`src/rtl/pll_reset_sequencer.sv`:
```
// PLL reset sequencer: holds the PLL in reset, waits for a stable
// synchronized lock, stretches the system reset, then runs. Repeated
// acquisition timeouts end in FAULT, or in BYPASS when the optional
// fallback is built in.
// Optional feature macro: PLL_BYPASS_FALLBACK_EN (BYPASS fallback).
// STATE encoding: HOLD=0, ACQUIRE=1, STRETCH=2, RUN=3, FAULT=4, BYPASS=5.
module pll_reset_sequencer #(
  parameter int RESET_HOLD_CYCLES     = 16,
  parameter int LOCK_STABLE_CYCLES    = 64,
  parameter int LOCK_TIMEOUT_CYCLES   = 4096,
  parameter int SYSRST_STRETCH_CYCLES = 16,
  parameter int MAX_RETRIES           = 3
) (
  input  logic       REFERENCECLK,
  input  logic       RESET,
  input  logic       PLL_LOCK,
  input  logic       RELOCK_REQ,
  output logic       PLL_RESETB,
  output logic       PLL_BYPASS,
  output logic       SYS_RESET_N,
  output logic       READY,
  output logic       FAULT,
  output logic [3:0] RETRY_COUNT,
  output logic [2:0] STATE
);

  typedef enum logic [2:0] {
    S_HOLD    = 3'd0,
    S_ACQUIRE = 3'd1,
    S_STRETCH = 3'd2,
    S_RUN     = 3'd3,
    S_FAULT   = 3'd4,
    S_BYPASS  = 3'd5
  } state_t;

  localparam int MAX_HT  = (RESET_HOLD_CYCLES > LOCK_TIMEOUT_CYCLES) ?
                           RESET_HOLD_CYCLES : LOCK_TIMEOUT_CYCLES;
  localparam int MAX_SS  = (LOCK_STABLE_CYCLES > SYSRST_STRETCH_CYCLES) ?
                           LOCK_STABLE_CYCLES : SYSRST_STRETCH_CYCLES;
  localparam int MAX_ALL = (MAX_HT > MAX_SS) ? MAX_HT : MAX_SS;
  localparam int CW      = $clog2(MAX_ALL + 1);

  localparam logic [CW-1:0] HOLD_LAST    = CW'(RESET_HOLD_CYCLES - 1);
  localparam logic [CW-1:0] STABLE_LAST  = CW'(LOCK_STABLE_CYCLES - 1);
  localparam logic [CW-1:0] TIMEOUT_LAST = CW'(LOCK_TIMEOUT_CYCLES - 1);
  localparam logic [CW-1:0] STRETCH_LAST = CW'(SYSRST_STRETCH_CYCLES - 1);
  localparam logic [3:0]    TRIES_LIMIT  = 4'(MAX_RETRIES);

`ifdef PLL_BYPASS_FALLBACK_EN
  localparam logic [CW-1:0] STRETCH_FULL = CW'(SYSRST_STRETCH_CYCLES);
  localparam state_t        GIVEUP_STATE = S_BYPASS;
`else
  localparam state_t        GIVEUP_STATE = S_FAULT;
`endif

  state_t        state_q, state_d;
  logic [CW-1:0] cnt_q, cnt_d;        // cycles spent in the current state
  logic [CW-1:0] stable_q, stable_d;  // consecutive synchronized-lock-high cycles
  logic [3:0]    consec_q, consec_d;  // consecutive acquisition timeouts
  logic [3:0]    retry_q, retry_d;
  logic [3:0]    retry_bump;
  logic          sync1_q, sync2_q;
  logic          lock_s;

  logic pll_resetb_d, pll_bypass_d, sys_reset_n_d, ready_d, fault_d;

  assign lock_s      = sync2_q;
  assign retry_bump  = (retry_q == 4'd15) ? retry_q : retry_q + 4'd1;
  assign STATE       = state_q;
  assign RETRY_COUNT = retry_q;

  // Two-flop lock synchronizer; cleared while the PLL is held in reset so
  // every attempt starts from a fresh, trusted lock observation.
  always_ff @(posedge REFERENCECLK or negedge RESET) begin
    if (!RESET) begin
      sync1_q <= 1'b0;
      sync2_q <= 1'b0;
    end else if (state_q == S_HOLD) begin
      sync1_q <= 1'b0;
      sync2_q <= 1'b0;
    end else begin
      sync1_q <= PLL_LOCK;
      sync2_q <= sync1_q;
    end
  end

  // State, counters and registered outputs.
  always_ff @(posedge REFERENCECLK or negedge RESET) begin
    if (!RESET) begin
      state_q     <= S_HOLD;
      cnt_q       <= '0;
      stable_q    <= '0;
      consec_q    <= '0;
      retry_q     <= '0;
      PLL_RESETB  <= 1'b0;
      PLL_BYPASS  <= 1'b0;
      SYS_RESET_N <= 1'b0;
      READY       <= 1'b0;
      FAULT       <= 1'b0;
    end else begin
      state_q     <= state_d;
      cnt_q       <= cnt_d;
      stable_q    <= stable_d;
      consec_q    <= consec_d;
      retry_q     <= retry_d;
      PLL_RESETB  <= pll_resetb_d;
      PLL_BYPASS  <= pll_bypass_d;
      SYS_RESET_N <= sys_reset_n_d;
      READY       <= ready_d;
      FAULT       <= fault_d;
    end
  end

  // Next-state, counter updates and output decode of the next state.
  always_comb begin
    state_d  = state_q;
    cnt_d    = cnt_q + CW'(1);
    stable_d = '0;
    consec_d = consec_q;
    retry_d  = retry_q;

    case (state_q)
      S_HOLD: begin
        if (cnt_q == HOLD_LAST) begin
          state_d = S_ACQUIRE;
          cnt_d   = '0;
        end
      end
      S_ACQUIRE: begin
        stable_d = lock_s ? stable_q + CW'(1) : '0;
        // Accepting lock takes priority over a timeout on the same cycle.
        if (lock_s && (stable_q == STABLE_LAST)) begin
          state_d  = S_STRETCH;
          cnt_d    = '0;
          stable_d = '0;
        end else if (cnt_q == TIMEOUT_LAST) begin
          consec_d = consec_q + 4'd1;
          retry_d  = retry_bump;
          cnt_d    = '0;
          stable_d = '0;
          state_d  = ((consec_q + 4'd1) == TRIES_LIMIT) ? GIVEUP_STATE : S_HOLD;
        end
      end
      S_STRETCH: begin
        if (!lock_s) begin
          state_d = S_HOLD;
          retry_d = retry_bump;
          cnt_d   = '0;
        end else if (cnt_q == STRETCH_LAST) begin
          state_d = S_RUN;
          cnt_d   = '0;
        end
      end
      S_RUN: begin
        cnt_d    = '0;
        consec_d = '0;
        // Lock loss and relock together still count as one lost lock.
        if (!lock_s) begin
          state_d = S_HOLD;
          retry_d = retry_bump;
        end else if (RELOCK_REQ) begin
          state_d = S_HOLD;
        end
      end
      S_FAULT: begin
        cnt_d = '0;
        if (RELOCK_REQ) begin
          state_d  = S_HOLD;
          consec_d = '0;
        end
      end
`ifdef PLL_BYPASS_FALLBACK_EN
      S_BYPASS: begin
        cnt_d = (cnt_q == STRETCH_FULL) ? cnt_q : cnt_q + CW'(1);
        if (RELOCK_REQ) begin
          state_d  = S_HOLD;
          consec_d = '0;
          cnt_d    = '0;
        end
      end
`endif
      default: begin
        state_d = S_HOLD;
        cnt_d   = '0;
      end
    endcase

    pll_resetb_d  = (state_d == S_ACQUIRE) || (state_d == S_STRETCH) ||
                    (state_d == S_RUN) || (state_d == S_BYPASS);
    pll_bypass_d  = (state_d == S_BYPASS);
    ready_d       = (state_d == S_RUN);
    fault_d       = (state_d == S_FAULT) || (state_d == S_BYPASS);
`ifdef PLL_BYPASS_FALLBACK_EN
    sys_reset_n_d = (state_d == S_RUN) ||
                    ((state_d == S_BYPASS) && (cnt_d == STRETCH_FULL));
`else
    sys_reset_n_d = (state_d == S_RUN);
`endif
  end

endmodule
```
`config.mk`:
```
export PLATFORM = sky130hd
export DESIGN_NAME = pll_reset_sequencer
export DESIGN_NICKNAME = d
export VERILOG_FILES = /design/src/rtl/pll_reset_sequencer.sv
export SDC_FILE = /design/constraint.sdc
export NUM_CORES = 1
export LEC_CHECK = 0
export CAP_MARGIN = 20
export CORE_MARGIN = 2
export CORE_UTILIZATION = 50
export DETAILED_ROUTE_END_ITERATION = 16
export GPL_TIMING_DRIVEN = 0
export HOLD_SLACK_MARGIN = 0.02
export PLACE_DENSITY_LB_ADDON = 0.2
export SYNTH_ARGS = -nofsm -noshare
export SYNTH_HDL_FRONTEND = slang
export SYNTH_SLANG_ARGS = --single-unit
```
`constraint.sdc`:
```
create_clock -name REFERENCECLK -period 3.3 [get_ports REFERENCECLK]
set_clock_uncertainty 0.05 [all_clocks]
set_input_delay 0.825 -clock REFERENCECLK [delete_from_list [all_inputs] [get_ports REFERENCECLK]]
set_output_delay 0.825 -clock REFERENCECLK [all_outputs]
set_load 0.1 [all_outputs]
```
==> impl_metrics.yaml, run 1 <==
logic_synthesis:
  synth_edf_count: 0
  ys_async_sr_fraction_pct: 100.0
  synth_common_cells: "43 x dfrtp_1, 35 x nor2_1, 19 x nand3_1"
  synth_fp_nets: 216
  synth_top_area_cell: "dfrtp_1"
  synth_most_common_cell: "dfrtp_1"
  synth_flop_cell: "dfrtp_1"
  synth_top_cells_by_area: "dfrtp_1 51%, nor2_1 6.3%, xor2_1 5.9%"
  ys.warnings.count: 0
  synthDistinctLibCells: 41
  postSynthAreaPerCell_um2: 10.10
  seq_area_frac_synth_pct: 51.47
  yosysTopAreaCellShare_pct: 51.47
  synthesized_instance_count: 207
  synth_seq_cells: 43
  cell_area_after_synthesis_um2: 2091
worst_setup_path:
  crit_path_max_fanout: 4
  worstPathCellList: "clkdlybuf4s50_1"
  critPathTopFamily: "buffers and inverters"
  cp_data_arrival_time_ns: 1.86
  critPathRequiredTime_ns: 2.42
  slowest_stage: "clkdlybuf4s50_1"
  worstPathBufferInverterCount: 1
  crit_start_category: "flop"
  setup.worst_path.end_class: "output port"
  worst-setup-path-type: "reg -> out"
  timing.critical_path.slowest_cell_delay_ns: 1.16
sta:
  report.final.slew_viol_count: 0
  finalHoldViolCount: 0
  setup_ws_final_ns: 0.5618
  timing.final.crit_period_ns: 2.738
  timing.final.setup_violations: 0
  tightest_slew_margin_relative_to_the_limit_pct: 34.84
  clock.fmax_ghz: 0.3652
  tns_ns: 0
  grt_setup_unrepaired: "no"
  finalCritPeriodShare_pct: 82.98
  worstMarginPinSlew_ns: 0.9744
placed_design:
  placed_cell_area_um2: 2318
  pre_cts_ws_ns: 0.8669
  gp_congestion: 0.8139
  place.port_buffers: 15
  hpwlAfterDp_um: 2614
clocking:
  cts_hold_buf: 0
  ctsResizeCount: 0
  clk-insertion-delay-late_ns: 0.29
  clockBufferDepth: 2
  cts.root.buffer_cell: "clkbuf_8"
  clkSlewWorstSetupHoldPaths_ns: 0.08
  tritoncts_num_sinks: 43
  cts_setup_buffers: 0
  tritoncts: "built"
  htree_levels: 2
  numCtsBuffers: 5
floorplan:
  design.portCount: 16
  initial_core_utilization_pct: 52.27
  placeableCoreArea_um2: 4000
  die-area_um2: 4715
  fp.dieW_um: 68.67
  number_of_placement_rows: 23
  floorplan.die.height_um: 68.67
global_route:
  antenna_found_initial: 0
  total_routing_usage_reported_by_global_routing_pct: 17.00
  largest_net_degree_at_the_start_of_global_routing: 28
  grt-ovfl-total: 0
  first_global_vias: 1325
  grt_pass1_wl_um: 5871
cells_and_area:
  num-nets-final: 239
  layout.cell_area.non_filler_um2: 2400
  final_core_utilization_pct: 59.99
  antenna_cells: 0
  layout-drive-gt1-share_pct: 9.524
  synthToLayoutAreaGrowth_pct: 14.78
route:
  post_drt_wl_per_cell_um: 12.39
  route.vias.total: 1482
  drt-vias-per-instance: 5.274
  drt-initial-drc-count: 82
  antenna_left: 0
  drt_drc_violations_left: 0
  routed_wl_um: 3482
  drt_pass1_iterations: 4
run_status:
  status: "complete, no violations"
run:
  maxCapViolations: 0
power_and_ir_drop:
  p_leak_nw: 1.091
  peakVddDrop_mv: 0.2034
  power_density_nw_per_um2: 370.4
worst_hold_path:
  min-delay-path-class: "in -> async"
-- sequential cells by signal, summed over array words and instances, names as in the netlist --
name / cells
sync1_q: 1
consec_q: 4
STATE: 3
RETRY_COUNT: 4
cnt_q: 13
READY: 1
PLL_RESETB: 1
FAULT: 1
stable_q: 13
PLL_BYPASS: 1
lock_s: 1
-- cells by family (layout without fill, tap and decap cells) --
logic type	count (synthesis)	after routing	share of synthesized area, %
mux	2	2	1.256
fa+ha+maj	5	5	2.992
compound gates	18	18	6.224
buf+inv	12	36	2.454
xor+xnor	26	26	10.89
other cells	1	1	0.1794
flops	43	43	51.47
simple gates	100	100	24.54
-- final timing paths --
check                                                 from  slack, ns                          to  cells after the start
max in group asynchronous                            RESET       2.34       stable_q[6]$_DFF_PN0_                      2
min in group REFERENCECLK                sync1_q$_DFF_PN0_       0.42            lock_s$_DFF_PN0_                      1
worst min-delay path                                 RESET       0.39  RETRY_COUNT[2]$_DFFE_PN0P_                      1
worst max-delay path            RETRY_COUNT[0]$_DFFE_PN0P_       0.56              RETRY_COUNT[0]                      1
worst min register to register           sync1_q$_DFF_PN0_       0.42            lock_s$_DFF_PN0_                      1
worst max register to register      stable_q[10]$_DFF_PN0_       0.98          cnt_q[3]$_DFF_PN0_                      6
-- cell usage in the layout (no fill, tap or decap), types with 2 or more instances in the layout --
master and n:
a211oi_1 3, a21o_1 2, a21oi_1 3, a31o_2 2
and3_1 5, buf_2 3, clkbuf_1 5, clkbuf_8 5
clkdlybuf4s50_1 14, dfrtp_1 43, ha_1 5, inv_1 6
nand2_1 13, nand3_1 19, nand4_1 3, nor2_1 35
nor2b_1 3, nor3_1 6, nor4_1 4, nor4b_1 2
or4_1 2, xnor2_1 12, xor2_1 14
-- cell type report --
| type | instances | area [µm²] |
|---|---|---|
| well taps | 50 | 62.56 |
| flip-flops and latches | 43 | 1076 |
| inverters | 6 | 22.52 |
| clock inverters | 1 | 5.005 |
| plain buffers | 6 | 28.78 |
| clock buffers | 7 | 76.32 |
| repair buffers | 16 | 165.2 |
| fillers | 358 | 1600 |
| multi-input cells | 152 | 963.4 |
-- routing by layer --
layer	part of all wire, %	wire length (µm)	global-route usage (%)
met5	0	0	0
met4	1.2	42	5.250
met3	4.3	150	5.032
met2	44	1542	27.16
met1	50	1747	22.23
-- power by group --
group	switching (mW)	internal [mW]	leakage, nW	total (mW)
sequential	0.00473	0.532	0.574	0.537
clock	0.165	0.148	0.0422	0.313
combinational	0.0269	0.0121	0.475	0.0390
-- stage by stage --
step / power (mW) / std cells / hold WS [ns]
floorplan: 0.5653 / 207 / 0.3885
global placement: 0.5848 / 272 / 0.3927
detailed placement: 0.5875 / 273 / 0.4044
CTS: 0.9031 / 281 / 0.4030
global route: 0.9331 / 281 / 0.4134
finish: 0.8890 / 281 / 0.3932
No activity file was read; power rests on OpenSTA's default activity.
==> run 2, diff against run 1 <==
==> constraint.sdc (replaced) <==
create_clock -name REFERENCECLK -period 2.45 [get_ports REFERENCECLK]
set_clock_uncertainty 0.05 [all_clocks]
set_input_delay 0.6125 -clock REFERENCECLK [delete_from_list [all_inputs] [get_ports REFERENCECLK]]
set_output_delay 0.6125 -clock REFERENCECLK [all_outputs]
set_load 0.1 [all_outputs]
==> run 2 against run 1 <==
Net effect: power grew 35%; global-route usage is the same; final area about the same; clock-buffer cell count did not move; clock power is 35% higher; via count about the same; setup slack worse by 0.52 ns; final cell count unchanged; combinational power grew 33%; sequential share of layout area hardly changed; sequential power is 35% higher; core utilization hardly changed; critical endpoint is now PLL_BYPASS.
==> impl_metrics.yaml, run 2 (synthesized netlist as in run 1, its figures left out) <==
run_status:
  status: "complete, no violations"
worst_setup_path:
  slowest_stage: "clkdlybuf4s50_1"
  worst-setup-path-type: "reg -> out"
  timing.critical_path.slowest_cell_delay_ns: 1.12
  critPathRequiredTime_ns: 1.79
  worstPathCellList: "clkdlybuf4s50_1"
  crit_path_max_fanout: 1
  worstPathBufferInverterCount: 1
  critPathTopFamily: "buffers and inverters"
  cp_data_arrival_time_ns: 1.75
  crit_start_category: "flop"
  setup.worst_path.end_class: "output port"
floorplan:
  design.portCount: 16
  placeableCoreArea_um2: 4000
  die-area_um2: 4715
  fp.dieW_um: 68.67
  initial_core_utilization_pct: 52.27
  number_of_placement_rows: 23
  floorplan.die.height_um: 68.67
global_route:
  largest_net_degree_at_the_start_of_global_routing: 28
  total_routing_usage_reported_by_global_routing_pct: 17.00
  first_global_vias: 1325
  grt_pass1_wl_um: 5871
  grt-ovfl-total: 0
  antenna_found_initial: 0
sta:
  grt_setup_unrepaired: "no"
  tightest_slew_margin_relative_to_the_limit_pct: 35.21
  worstMarginPinSlew_ns: 0.9703
  timing.final.setup_violations: 0
  report.final.slew_viol_count: 0
  timing.final.crit_period_ns: 2.409
  clock.fmax_ghz: 0.4151
  finalCritPeriodShare_pct: 98.33
  tns_ns: 0
  finalHoldViolCount: 0
cells_and_area:
  layout.cell_area.non_filler_um2: 2401
  commonest_cells_after_routing_fill_and_taps_aside: "43 x dfrtp_1, 35 x nor2_1, 19 x nand3_1"
  synthToLayoutAreaGrowth_pct: 14.84
  biggest_registers_after_layout: "cnt_q x13, stable_q x13"
  fillers: 353
  instances_no_fill: 281
  num-nets-final: 239
  final_common_cell: "dfrtp_1"
  layout-drive-gt1-share_pct: 9.524
  antenna_cells: 0
clocking:
  clk-insertion-delay-late_ns: 0.29
  tritoncts: "built"
  clockBufferDepth: 2
  htree_levels: 2
  tritoncts_num_sinks: 43
  cts_setup_buffers: 0
  clkSlewWorstSetupHoldPaths_ns: 0.08
  numCtsBuffers: 5
  cts.root.buffer_cell: "clkbuf_8"
  cts_hold_buf: 0
run:
  maxCapViolations: 0
route:
  drt-initial-drc-count: 87
  routed_wl_um: 3491
  drt_drc_violations_left: 0
  route.vias.total: 1481
  drt-vias-per-instance: 5.270
  post_drt_wl_per_cell_um: 12.42
  drt_pass1_iterations: 4
  antenna_left: 0
power_and_ir_drop:
  p_leak_nw: 1.158
  power_density_nw_per_um2: 498.5
  peakVddDrop_mv: 0.2739
placed_design:
  place.port_buffers: 15
  hpwlAfterDp_um: 2614
  gp_congestion: 0.8139
  placed_cell_area_um2: 2318
  place.detailed.instances: 273
worst_hold_path:
  min-delay-path-class: "in -> async"
## run 2: power by group
part	total, mW	switching [mW]	leakage, nW	internal (mW)
sequential	0.723	0.00634	0.574	0.716
combinational	0.0519	0.0363	0.542	0.0156
clock	0.422	0.222	0.0422	0.200
## run 2: what timing repair did
| action | in CTS | in global routing |
|---|---|---|
| pin swaps | 0 | 1 |
| endpoints found under the hold margin | 0 | 0 |
| setup endpoints to repair | 7 | 6 |
| cloned | 0 | 0 |
| gates resized for setup | 7 | 4 |
## run 2: path summary, 6_finish.rpt
| path | startpoint | end | slack, ns | cells past startpoint |
|---|---|---|---|---|
| max in group asynchronous | RESET | stable_q[6]$_DFF_PN0_ | 1.70 | 2 |
| hold / removal | RESET | RETRY_COUNT[2]$_DFFE_PN0P_ | 0.18 | 1 |
| setup / recovery | PLL_BYPASS$_DFF_PN0_ | PLL_BYPASS | 0.04 | 1 |
| min in group REFERENCECLK | sync1_q$_DFF_PN0_ | lock_s$_DFF_PN0_ | 0.42 | 1 |
| hold reg to reg | sync1_q$_DFF_PN0_ | lock_s$_DFF_PN0_ | 0.42 | 1 |
| setup reg to reg | stable_q[10]$_DFF_PN0_ | cnt_q[3]$_DFF_PN0_ | 0.14 | 6 |
## run 2: area by class of cell
type | instances | area, µm² | area share (%)
Sequential cell | 43 | 1076 | 44.81
Multi-Input combinational cell | 152 | 963.4 | 40.13
Timing Repair Buffer | 16 | 166.4 | 6.931
Clock buffer | 7 | 76.32 | 3.179
Tap cell | 50 | 62.56 | 2.606
Buffer | 6 | 28.78 | 1.199
Inverter | 6 | 22.52 | 0.9380
Clock inverter | 1 | 5.005 | 0.2084
## run 2: worst register-to-register path, delay by kind of cell, from the launching register on
family | cells | cell delay (ns)
and+or+nand+nor | 4 | 1.14
DFF | 1 | 0.40
AOI/OAI and AO/OA | 1 | 0.32
buffers and inverters | 1 | 0.30
## run 2: routing by layer
metal  GRT usage [%]  wire, µm  vias to the layer above
met5               0         0                        -
met1           22.23      1732                      694
li1                -         -                      752
met3           5.032       170                        5
met2           27.16      1546                       30
met4           5.250        42                        0
## run 2: through the flow
stage	total power [mW]	utilization, %	setup slack (ns)	hold slack (ns)
6_report	1.197	60.02	0.04099	0.1805
5_1_grt	1.256	60.02	0.003646	0.2009
4_1_cts	1.216	59.77	0.01146	0.1905
3_5_place_dp	0.7913	57.96	0.08994	0.4044
3_3_place_gp	0.7877	57.59	-0.3878	0.3927
2_1_floorplan	0.7614	-	0.1141	0.2669
==> run 3, diff against run 2 <==
--- a/config.mk
+++ b/config.mk
@@ -11,6 +11,7 @@
 export DETAILED_ROUTE_END_ITERATION = 16
 export GPL_TIMING_DRIVEN = 0
 export HOLD_SLACK_MARGIN = 0.02
+export MAX_ROUTING_LAYER = met4
 export PLACE_DENSITY_LB_ADDON = 0.2
 export SYNTH_ARGS = -nofsm -noshare
 export SYNTH_HDL_FRONTEND = slang
==> run 3 against run 2 <==
Net effect: worst hold slack about the same; power about the same; combinational power about the same; maximum frequency barely moved; register-to-register slack is essentially flat; global-route usage up 0.49 points; wire length down 0.11%; core utilization unchanged; critical path depth stayed put; final area is the same; sequential power is essentially flat; sequential share of layout area unchanged.
==> impl_metrics.yaml, run 3 (synthesized netlist as in run 1, its figures left out) <==
clocking:
  htree_levels: 2
  tritoncts: "built"
  clockBufferDepth: 2
  tritoncts_num_sinks: 43
  numCtsBuffers: 5
  clk-insertion-delay-late_ns: 0.29
  cts.root.buffer_cell: "clkbuf_8"
  clkSlewWorstSetupHoldPaths_ns: 0.08
  cts_setup_buffers: 0
placed_design:
  place.detailed.instances: 273
  place.port_buffers: 15
  hpwlAfterDp_um: 2614
  gp_congestion: 0.8259
  pre_cts_ws_ns: 0.08994
worst_setup_path:
  crit_end: "PLL_BYPASS"
  worst_r2r_path_depth: 6
  timing.critical_path.slowest_cell_delay_ns: 1.12
  startpoint: "PLL_BYPASS$_DFF_PN0_"
  setup.worst_path.end_class: "output port"
  rr_endpoint: "cnt_q[3]$_DFF_PN0_"
  critPathTopFamily: "buffers and inverters"
  worstPathBufferInverterCount: 1
  cp_data_arrival_time_ns: 1.75
  crit_path_max_fanout: 1
  slowest_stage: "clkdlybuf4s50_1"
  crit_cells: 1
  regToRegStartpoint: "stable_q[10]$_DFF_PN0_"
  worst-setup-path-type: "reg -> out"
  worstPathCellList: "clkdlybuf4s50_1"
  crit_start_category: "flop"
  setup.reg_to_reg.worst_slack_ns: 0.14
  critPathRequiredTime_ns: 1.79
sta:
  tightest_slew_margin_relative_to_the_limit_pct: 35.21
  setup_ws_final_ns: 0.04104
  tns_ns: 0
  finalHoldViolCount: 0
  report.final.slew_viol_count: 0
  worstMarginPinSlew_ns: 0.9703
  timing.final.crit_period_ns: 2.409
  finalCritPeriodShare_pct: 98.33
  clock.fmax_ghz: 0.4151
  grt_setup_unrepaired: "no"
  timing.final.setup_violations: 0
  hold-worst-slack_ns: 0.1801
cells_and_area:
  num-nets-final: 239
  layout-drive-gt1-share_pct: 9.524
  final_core_utilization_pct: 60.02
  final_common_cell: "dfrtp_1"
  antenna_cells: 0
  instances_no_fill: 281
  biggest_registers_after_layout: "cnt_q x13, stable_q x13"
  synthToLayoutAreaGrowth_pct: 14.84
  fillers: 353
  commonest_cells_after_routing_fill_and_taps_aside: "43 x dfrtp_1, 35 x nor2_1, 19 x nand3_1"
global_route:
  grt-ovfl-total: 0
  grt_pass1_wl_um: 5878
  total_routing_usage_reported_by_global_routing_pct: 17.48
  largest_net_degree_at_the_start_of_global_routing: 28
  antenna_found_initial: 0
  first_global_vias: 1325
power_and_ir_drop:
  p_leak_nw: 1.158
  power_density_nw_per_um2: 498.5
  peakVddDrop_mv: 0.2739
route:
  post_drt_wl_per_cell_um: 12.41
  routed_wl_um: 3487
  drt_drc_violations_left: 0
  route.vias.total: 1484
  drt_pass1_iterations: 4
  drt-initial-drc-count: 88
  antenna_left: 0
  drt-vias-per-instance: 5.281
run_status:
  status: "complete, no violations"
floorplan:
  floorplan.die.height_um: 68.67
  die-area_um2: 4715
  placeableCoreArea_um2: 4000
  fp.dieW_um: 68.67
  design.portCount: 16
  number_of_placement_rows: 23
  initial_core_utilization_pct: 52.27
worst_hold_path:
  min-delay-path-class: "in -> async"
run:
  maxCapViolations: 0
## run 3: cell counts in the layout (fill, tap and decap cells not counted)
No cell type changed its count.
## run 3: cell type report
class	instances	area, µm²	area share, %
multi-input combinational	152	963.4	40.13
buffer	6	28.78	1.199
timing repair buffer	16	166.4	6.931
clock inverter	1	5.005	0.2084
clock buffer	7	76.32	3.179
sequential	43	1076	44.81
inverter	6	22.52	0.9380
tap	50	62.56	2.606
## run 3: what timing repair did
item	4_1_cts	5_1_grt
hold endpoints to repair	0	0
resized for setup	7	4
setup endpoints to repair	7	6
pin swaps	0	1
hold buffers	0	0
## run 3: where the power goes
group          total [mW]  internal [mW]  leakage [nW]  switching [mW]
logic              0.0519         0.0156         0.542          0.0363
registers           0.723          0.716         0.574         0.00635
clock network       0.422          0.200        0.0422           0.222
total                1.20          0.932          1.16           0.265
## run 3: how the worst min path moves through the flow
stage	startpoint	endpoint	slack, ns	cells past startpoint
5_1_grt	RESET	RETRY_COUNT[2]$_DFFE_PN0P_	0.20	1
3_5_place_dp	sync1_q$_DFF_PN0_	lock_s$_DFF_PN0_	0.40	1
3_3_place_gp	sync1_q$_DFF_PN0_	lock_s$_DFF_PN0_	0.39	1
6_report	RESET	RETRY_COUNT[2]$_DFFE_PN0P_	0.18	1
4_1_cts	RESET	RETRY_COUNT[2]$_DFFE_PN0P_	0.19	1
2_1_floorplan	RESET	FAULT$_DFF_PN0_	0.27	0
## run 3: stage by stage
| step | power (mW) | instance area, µm² |
|---|---|---|
| 3_3_place_gp | 0.7877 | 2303 |
| 5_1_grt | 1.256 | 2401 |
| 6_report | 1.197 | 2401 |
| 4_1_cts | 1.216 | 2391 |
| 2_1_floorplan | 0.7614 | 2091 |
| 3_5_place_dp | 0.7913 | 2318 |
## run 3: layer usage
layer	wire, µm	GRT usage (%)	vias up	share of wire, %
met2	1542	27.16	25	44
met3	150	5.032	5	4.3
met5	0	-	-	0
li1	-	-	751	-
met1	1753	22.23	703	50
met4	40	5.250	0	1.1
